==> config.mk <==
export PLATFORM = sky130hd
export DESIGN_NAME = shift_entry_reg
export DESIGN_NICKNAME = d
export VERILOG_FILES = /design/src/rtl/shift_entry_pkg.sv /design/src/rtl/shift_entry_reg_btn_edge.sv /design/src/rtl/shift_entry_reg.sv
export SDC_FILE = /design/constraint.sdc
export NUM_CORES = 1
export LEC_CHECK = 0
export BUFFER_PORTS_ARGS = -buffer_cell sky130_fd_sc_hd__buf_2
export CORE_UTILIZATION = 45
export CTS_CLUSTER_DIAMETER = 100
export CTS_CLUSTER_SIZE = 12
export DETAILED_ROUTE_END_ITERATION = 10
export GPL_TIMING_DRIVEN = 0
export PLACE_DENSITY = 0.74
export SLEW_MARGIN = 25
export SYNTH_ARGS = -nofsm -noshare
export SYNTH_HDL_FRONTEND = slang
export SYNTH_SLANG_ARGS = --single-unit
==> constraint.sdc <==
create_clock -name hz100 -period 1.4 [get_ports hz100]
set_clock_uncertainty 0.05 [all_clocks]
set_input_delay 0 -clock hz100 [delete_from_list [all_inputs] [get_ports hz100]]
set_output_delay 0 -clock hz100 [all_outputs]
set_load 0.02 [all_outputs]
==> src/rtl/shift_entry_pkg.sv <==
// shift_entry_pkg: shared mode and handshake-state types for the operand entry register.
package shift_entry_pkg;
   typedef enum logic [1:0] {MODE_SHIFT, MODE_ROTATE, MODE_ARITH, MODE_HOLD} mode_t;
   typedef enum logic {ST_IDLE, ST_BUSY} hs_state_t;
endpackage

==> src/rtl/shift_entry_reg_btn_edge.sv <==
// btn_edge: rising-edge detector for raw button levels; one pulse per press, same cycle as the rise.
module btn_edge #(
   parameter int W = 1
) (
   input  logic         hz100,
   input  logic         reset,
   input  logic [W-1:0] raw,
   output logic [W-1:0] pulse
);
   logic [W-1:0] hist_q;
   always_ff @(posedge hz100 or posedge reset) begin
      if (reset) hist_q <= '0;
      else hist_q <= raw;
   end
   assign pulse = raw & ~hist_q;
endmodule

==> src/rtl/shift_entry_reg.sv <==
// shift_entry_reg: button-driven operand entry with shift/rotate/arith/load and valid/ready commit.
// Optional SHIFT_ENTRY_LOCK_EN freezes shift-in entry once the operand is full.
module shift_entry_reg
   import shift_entry_pkg::*;
#(
   parameter int WIDTH      = 8,
   parameter bit AUTO_CLEAR = 1'b1
) (
   input  logic                       hz100,
   input  logic                       reset,
   input  logic                       btn0,
   input  logic                       btn1,
   input  logic                       btn_commit,
   input  logic                       dir,
   input  logic [1:0]                 mode,
   input  logic                       clr,
   input  logic                       load,
   input  logic [WIDTH-1:0]           load_data,
   output logic [WIDTH-1:0]           value,
   output logic [$clog2(WIDTH+1)-1:0] count,
   output logic                       full,
   output logic                       out_valid,
   input  logic                       out_ready,
   output logic [WIDTH-1:0]           out_data
);
   localparam int CW = $clog2(WIDTH+1);
   localparam logic [CW-1:0] CMAX = CW'(WIDTH);
   mode_t            mode_e;
   hs_state_t        state_q, state_d;
   logic [WIDTH-1:0] value_q, value_d, out_data_q, out_data_d, shifted;
   logic [CW-1:0]    count_q, count_d;
   logic             p0, p1, pc, step, hs_done, wipe, lock;
   btn_edge u_b0 (.hz100(hz100), .reset(reset), .raw(btn0),       .pulse(p0));
   btn_edge u_b1 (.hz100(hz100), .reset(reset), .raw(btn1),       .pulse(p1));
   btn_edge u_bc (.hz100(hz100), .reset(reset), .raw(btn_commit), .pulse(pc));
   assign mode_e  = mode_t'(mode);
   assign step    = p0 | p1;
   assign full    = count_q == CMAX;
   assign hs_done = (state_q == ST_BUSY) & out_ready;
   assign wipe    = AUTO_CLEAR & hs_done;
`ifdef SHIFT_ENTRY_LOCK_EN
   assign lock = full & (mode_e == MODE_SHIFT);
`else
   assign lock = 1'b0;
`endif
   // p1 doubles as the inserted bit, so a simultaneous press of both buttons enters a 1
   always_comb begin
      case (mode_e)
         MODE_SHIFT:  shifted = dir ? {p1, value_q[WIDTH-1:1]} : {value_q[WIDTH-2:0], p1};
         MODE_ROTATE: shifted = dir ? {value_q[0], value_q[WIDTH-1:1]} : {value_q[WIDTH-2:0], value_q[WIDTH-1]};
         MODE_ARITH:  shifted = dir ? {value_q[WIDTH-1], value_q[WIDTH-1:1]} : {value_q[WIDTH-2:0], 1'b0};
         default:     shifted = value_q;
      endcase
   end
   always_comb begin
      value_d = value_q;
      count_d = count_q;
      if (clr || wipe) begin
         value_d = '0;
         count_d = '0;
      end else if (load) begin
         value_d = load_data;
         count_d = CMAX;
      end else if (step && !lock) begin
         value_d = shifted;
         count_d = (mode_e == MODE_SHIFT && !full) ? count_q + CW'(1) : count_q;
      end
   end
   always_ff @(posedge hz100 or posedge reset) begin
      if (reset) begin
         value_q    <= '0;
         count_q    <= '0;
         out_data_q <= '0;
         state_q    <= ST_IDLE;
      end else begin
         value_q    <= value_d;
         count_q    <= count_d;
         out_data_q <= out_data_d;
         state_q    <= state_d;
      end
   end
   // commit captures the pre-update value; commits while BUSY are dropped
   always_comb begin
      state_d    = (state_q == ST_IDLE) ? (pc ? ST_BUSY : ST_IDLE) : (out_ready ? ST_IDLE : ST_BUSY);
      out_data_d = (state_q == ST_IDLE && pc) ? value_q : out_data_q;
   end
   always_comb begin
      out_valid = state_q == ST_BUSY;
      value     = value_q;
      count     = count_q;
      out_data  = out_data_q;
   end
endmodule

* Yosys cells after proc, flatten, opt, wreduce, memory -nomap -nowiden
Index checks and enable logic that the tools add are counted.
** Word-level totals
- Bits in registers :: 24
- Latch bits :: 0
- Memory bits (writable) :: 0
- Bits in read-only memories :: 0
- Bits of input ports :: 19
- Logic and storage cells :: 47
- Memories kept :: 0
** Operators by class
- Add/sub/neg operators :: 1
- Multiply operators :: 0
- Divide/modulo/power cells :: 0
- Order comparisons :: 0
- Eq/ne operators :: 4
- Shifts and indexed selects :: 0
- Mux-type cells :: 14
- Bitwise logic cells :: 9
- Reduce and logical (&&, ||, !) cells :: 11
** Operators with widths (count)
- two-way mux 8 bit :: 6
- one-hot mux 8 bit (3 select lines) :: 1
- two-way mux 4 bit :: 4
- nonzero test 3 bit :: 2
- nonzero test 5 bit :: 1
- adder 4 x 1 -> 4 bit (second input constant) :: 1
- bitwise AND 1 bit :: 4
- == test 4 bit (second input constant) :: 1
- inequality test 4 bit (second input constant) :: 1
- NOT 1 bit :: 4
- AND reduction 2 bit :: 2
- two-way mux 1 bit :: 3
- AND reduction 3 bit :: 1
- == test 2 x 1 -> 1 bit (second input constant) :: 1
- == test 2 bit (second input constant) :: 1
- logical AND 1 bit :: 2
- logical NOT 2 bit :: 1
- logical NOT 1 bit :: 1
- logical OR 1 bit :: 1
- OR 1 bit :: 1

* Logic depth before layout (Yosys ltp)
- Word-level depth :: 7
- Mapped depth :: 6

* Hierarchy
From an unflattened synthesis, not the netlist that was laid out.
** Unflattened totals
- Cells, all modules :: 127
- Area total of the unflattened synthesis :: 1310.0 sq um
** By module, submodules not included
- shift_entry_reg :: instances 1, cells each 118, area each 1182.4 sq um, seq. area each 525.5 sq um
- btn_edge :: instances 3, cells each 3, area each 42.5 sq um, seq. area each 25.0 sq um

* Worst setup path after synthesis
No wires, ideal clock.
- Kind :: flip-flop to flip-flop
- From :: register state_q, in the netlist out_valid
- To :: register out_data_q[0], in the netlist out_data[0]
- Setup time :: 125 ps
- Data arrival time :: 1332 ps
- Data required time :: 1225 ps
- Setup slack :: -106 ps
- Stages on the path, launching flop included :: 3
- Period minus slack after synthesis :: 1506 ps
- Path through :: dfrtp_1 > nor3b_2 > mux2_2
** Between the ends
- Cells in the longest elaborated chain, start to end :: 2
** Ends and longest elaborated chain
- from (decl) :: RTL line shift_entry_reg.sv:29 : hs_state_t state_q, state_d;
- from (signal assigned) :: RTL line shift_entry_reg.sv:79 : state_q <= state_d;
- NOT 1 bit :: RTL line shift_entry_reg.sv:85 : out_data_d = (state_q == ST_IDLE && pc) ? value_q : out_data_q;
- logical AND 1 bit :: RTL line shift_entry_reg.sv:85
- to (signal assigned) :: RTL line shift_entry_reg.sv:78 : out_data_q <= out_data_d;
- to (decl) :: RTL line shift_entry_reg.sv:30 : logic [WIDTH-1:0] value_q, value_d, out_data_q, out_data_d, shifted;
Every way passes these cells.
A chain may end at the register's enable or synchronous reset.

* Worst setup path after layout
- From :: register state_q, in the netlist out_valid
- To :: register out_data_q[2], in the netlist out_data[2]
Same word-level chain as after synthesis.

==> summary.md <==
| Metric | Value |
|---|---|
| CP Launch Type | `register` |
| Final setup violation count | `1` |
| Mapped Cells | `113` |
| Mean area per synthesized cell | `11.66 um2` |
| Hold Crit Depth | `4` |
| DR iter-0 viols | `24` |
| Initial Utilization | `47.78%` |
| Period minus WS final | `1.403 ns` |
| Clk_lat worst skew | `0.31 ns` |
| Residual DRC count | `0` |
| Buf+Inv Stages, Crit Path | `2` |
| Die area | `3148 um2` |
| CTS tree | `done` |
| Final period util | `100.2%` |
| Hpwl dp | `~2.1 mm` |
| Drt pass-1 iters | `4` |
| Crit Path Class | `reg2reg` |
| Reg-to-reg endpoint | `out_data[2]` |
| Global-route wire length before repair | `5.106 mm` |
| Num CTS Buffers | `3` |
| Slew headroom | `43.33%` |
| Port bufs | `40` |
| RSZ-0062 raised after global routing | `yes` |
| Mapped Area | `approximately 1300 um2` |
| # fillers | `between 200 and 250` |
| P_leak | `0.0009703 uW` |
| Design Area, Final | `around 1900 um2` |
| Setup_tns | `-0.002634 ns` |
| Initial antenna violation count | `0` |
| Htree depth | `1` |
| R2R setup slack | `-0.003 ns` |
| # diodes | `0` |
| Syn Nets | `between 100 and 150` |
| # IOs | `41` |
| Status | `finished with violations` |
| Yosys cell types | `33` |
| CP top delay family | `flip-flops` |
| HP Class | `in2reg` |
| Register area share after synthesis | `45.58%` |
| #FFs+latches synth | `24` |
| Critical path peak fanout | `9` |
| Clock buffer depth | `2` |
| Clock Sinks | `24` |
| Core box area | `between 2000 and 3000 um2` |
| DRT antenna net count | `0` |
| GP Congestion | `0.7661` |
| Via count | `1108` |
| PwrDens | `955.0 nW/um2` |
| Slowest-stage cell, CP | `dfrtp_2` |
| WP data required | `1.56 ns` |
| CP Cell Sequence | `buf_6, nor3b_4, buf_12, mux2_4` |
| CTS root buf | `clkbuf_4` |
| Max Slew Vio Count | `0` |
| CP startpoint | `out_valid` |
| Failing checks | `setup timing` |
| Crit. path cell count | `4` |
| Count of final hold-check violations | `0` |
| Cell taking the most area after synthesis | `dfrtp_1` |
| Fin nets | `205` |
| Layout area overhead | `43.21%` |
| Vias in the first global route | `1148` |
| Largest net degree at the start of global routing | `25` |
| Post-placement cell area | `1577 um2` |
| Max-cap violation count | `0` |
| Die width | `56.11 um` |
| EDFF count, synth | `0` |
| Synth Flop Type | `dfrtp_1` |
| Worst endpoint data arrival time | `1.57 ns` |
| GRT Total Usage | `20.50%` |
| Share of cells above drive strength 1 | `between 40 and 50%` |
| Row Count | `19` |
| VDD IR-drop max | `0.0008266 V` |
| Avg WL per Cell | `14.81 um` |
| Die Height | `56.11 um` |
| Top-area cell type share of the netlist area | `~46%` |
| Max Fclk | `0.7129 GHz` |
| Util after Layout | `68.42%` |
| Vias/cell | `5.301` |
| Reg2reg start | `out_valid` |
| Crit. End Element | `register` |
| Reg clk slew, reported paths | `approximately 0.14 ns` |
| Count leader, synth | `dfrtp_1` |
| Synth top area cells | `dfrtp_1 (46%), mux2_2 (12%), ha_1 (6.6%)` |
| CP endpoint | `out_data[2]` |
| R2R depth | `4` |
| Ys Warns | `0` |
| Synth cell count leaders | `dfrtp_1 (24), mux2_2 (14), nand2_1 (10)` |
| Total routed wirelength | `3.095 mm` |
| Worst-Margin Slew | `~0.84 ns` |
| Total grt overflow | `0` |
| Fraction of registers with async set/reset | `100.0%` |
| CP peak stage delay | `approximately 0.44 ns` |
| Post-route setup slack | `-0.002634 ns` |
how the worst min path moves through the flow:
stage,start,end
finish,dir,value[7]
global route,clr,value[7]
CTS,dir,value[7]
detailed placement,btn0,u_b0.hist_q
global placement,btn0,u_b0.hist_q
floorplan,reset,count[0]
power by group:
| group | switching [uW] | total [uW] | internal [uW] |
|---|---|---|---|
| clock network | 216 | 506 | 289 |
| logic | 244 | 494 | 250 |
| registers | 49.0 | 803 | 754 |
| total | 509 | 1800 | 1290 |
what timing repair did:
| item | CTS | global route |
|---|---|---|
| gates resized for setup | 4 | 11 |
| buffers inserted | 6 | 1 |
| setup endpoints to repair | 16 | 20 |
| pin swaps | 2 | 3 |
| hold buffers | 14 | 0 |
| endpoints found under the hold margin | 37 | 0 |
registers in the layout, summed over array words and instances, names as in the netlist:
register,count
count,4
out_data,8
out_valid,1
u_b0.hist_q,1
u_b1.hist_q,1
u_bc.hist_q,1
value,8
worst reg2reg max path, stage by stage (launching register included):
cell     delay (ns)
dfrtp_2        0.44
buf_6          0.12
nor3b_4        0.21
buf_12         0.17
mux2_4         0.32
routing by layer:
layer | part of all wire, % | up-vias | GRT usage, %
met5 | 0 | - | 0
met4 | 0.58 | 0 | 6.620
met3 | 3.7 | 2 | 2.558
met2 | 50 | 31 | 36.22
met1 | 45 | 538 | 25.90
li1 | - | 537 | -
kinds of logic (layout without fill, tap and decap cells):
logic type	Yosys count	count (layout)	synth area share, %
AOI/OAI and AO/OA	22	22	14.34
xor gates and xnor gates	3	3	1.995
adders and majority gates	7	7	6.647
buffers and inverters	13	78	4.937
DFF	24	24	45.58
muxes	21	21	17.28
and+or+nand+nor	23	23	9.212
layout make-up:
type | count | area [um2] | area share (%)
Clock buffer | 3 | 22.52 | 1.194
Sequential cell | 24 | 603.1 | 31.96
Inverter | 8 | 30.03 | 1.592
Timing Repair Buffer | 61 | 411.6 | 21.82
Clock inverter | 1 | 30.03 | 1.592
Tap cell | 31 | 38.79 | 2.056
Multi-Input combinational cell | 76 | 708.2 | 37.53
Buffer | 5 | 42.54 | 2.255
per-stage QoR:
stage | total power [uW] | setup WS [ns] | hold WS (ns) | cells
after floorplan | 1081 | 0.0001276 | -0.03552 | 113
after global placement | 1201 | -0.1450 | 0.07045 | 184
final | 1802 | -0.002634 | 0.1290 | 209
after CTS | 1788 | 0.003282 | 0.1102 | 208
after global routing | 1885 | -0.1002 | 0.1248 | 209
after detailed placement | 1215 | -0.1780 | 0.07403 | 184
layout by cell type, fill, tap and decap left out, types with 2 or more instances in the layout:
cell type and n:
mux2_4 8, inv_1 6, nor2_1 4, mux2_2 6, o211ai_1 2, ha_1 7
buf_2 40, dfrtp_2 2, nand2_1 10, a21o_1 3, buf_4 6, dfrtp_1 22
o22ai_1 7, dlygate4sd3_1 14, xor2_1 2, mux2i_1 7, clkbuf_4 3, buf_6 4
Power figures use the tool's default switching activity.
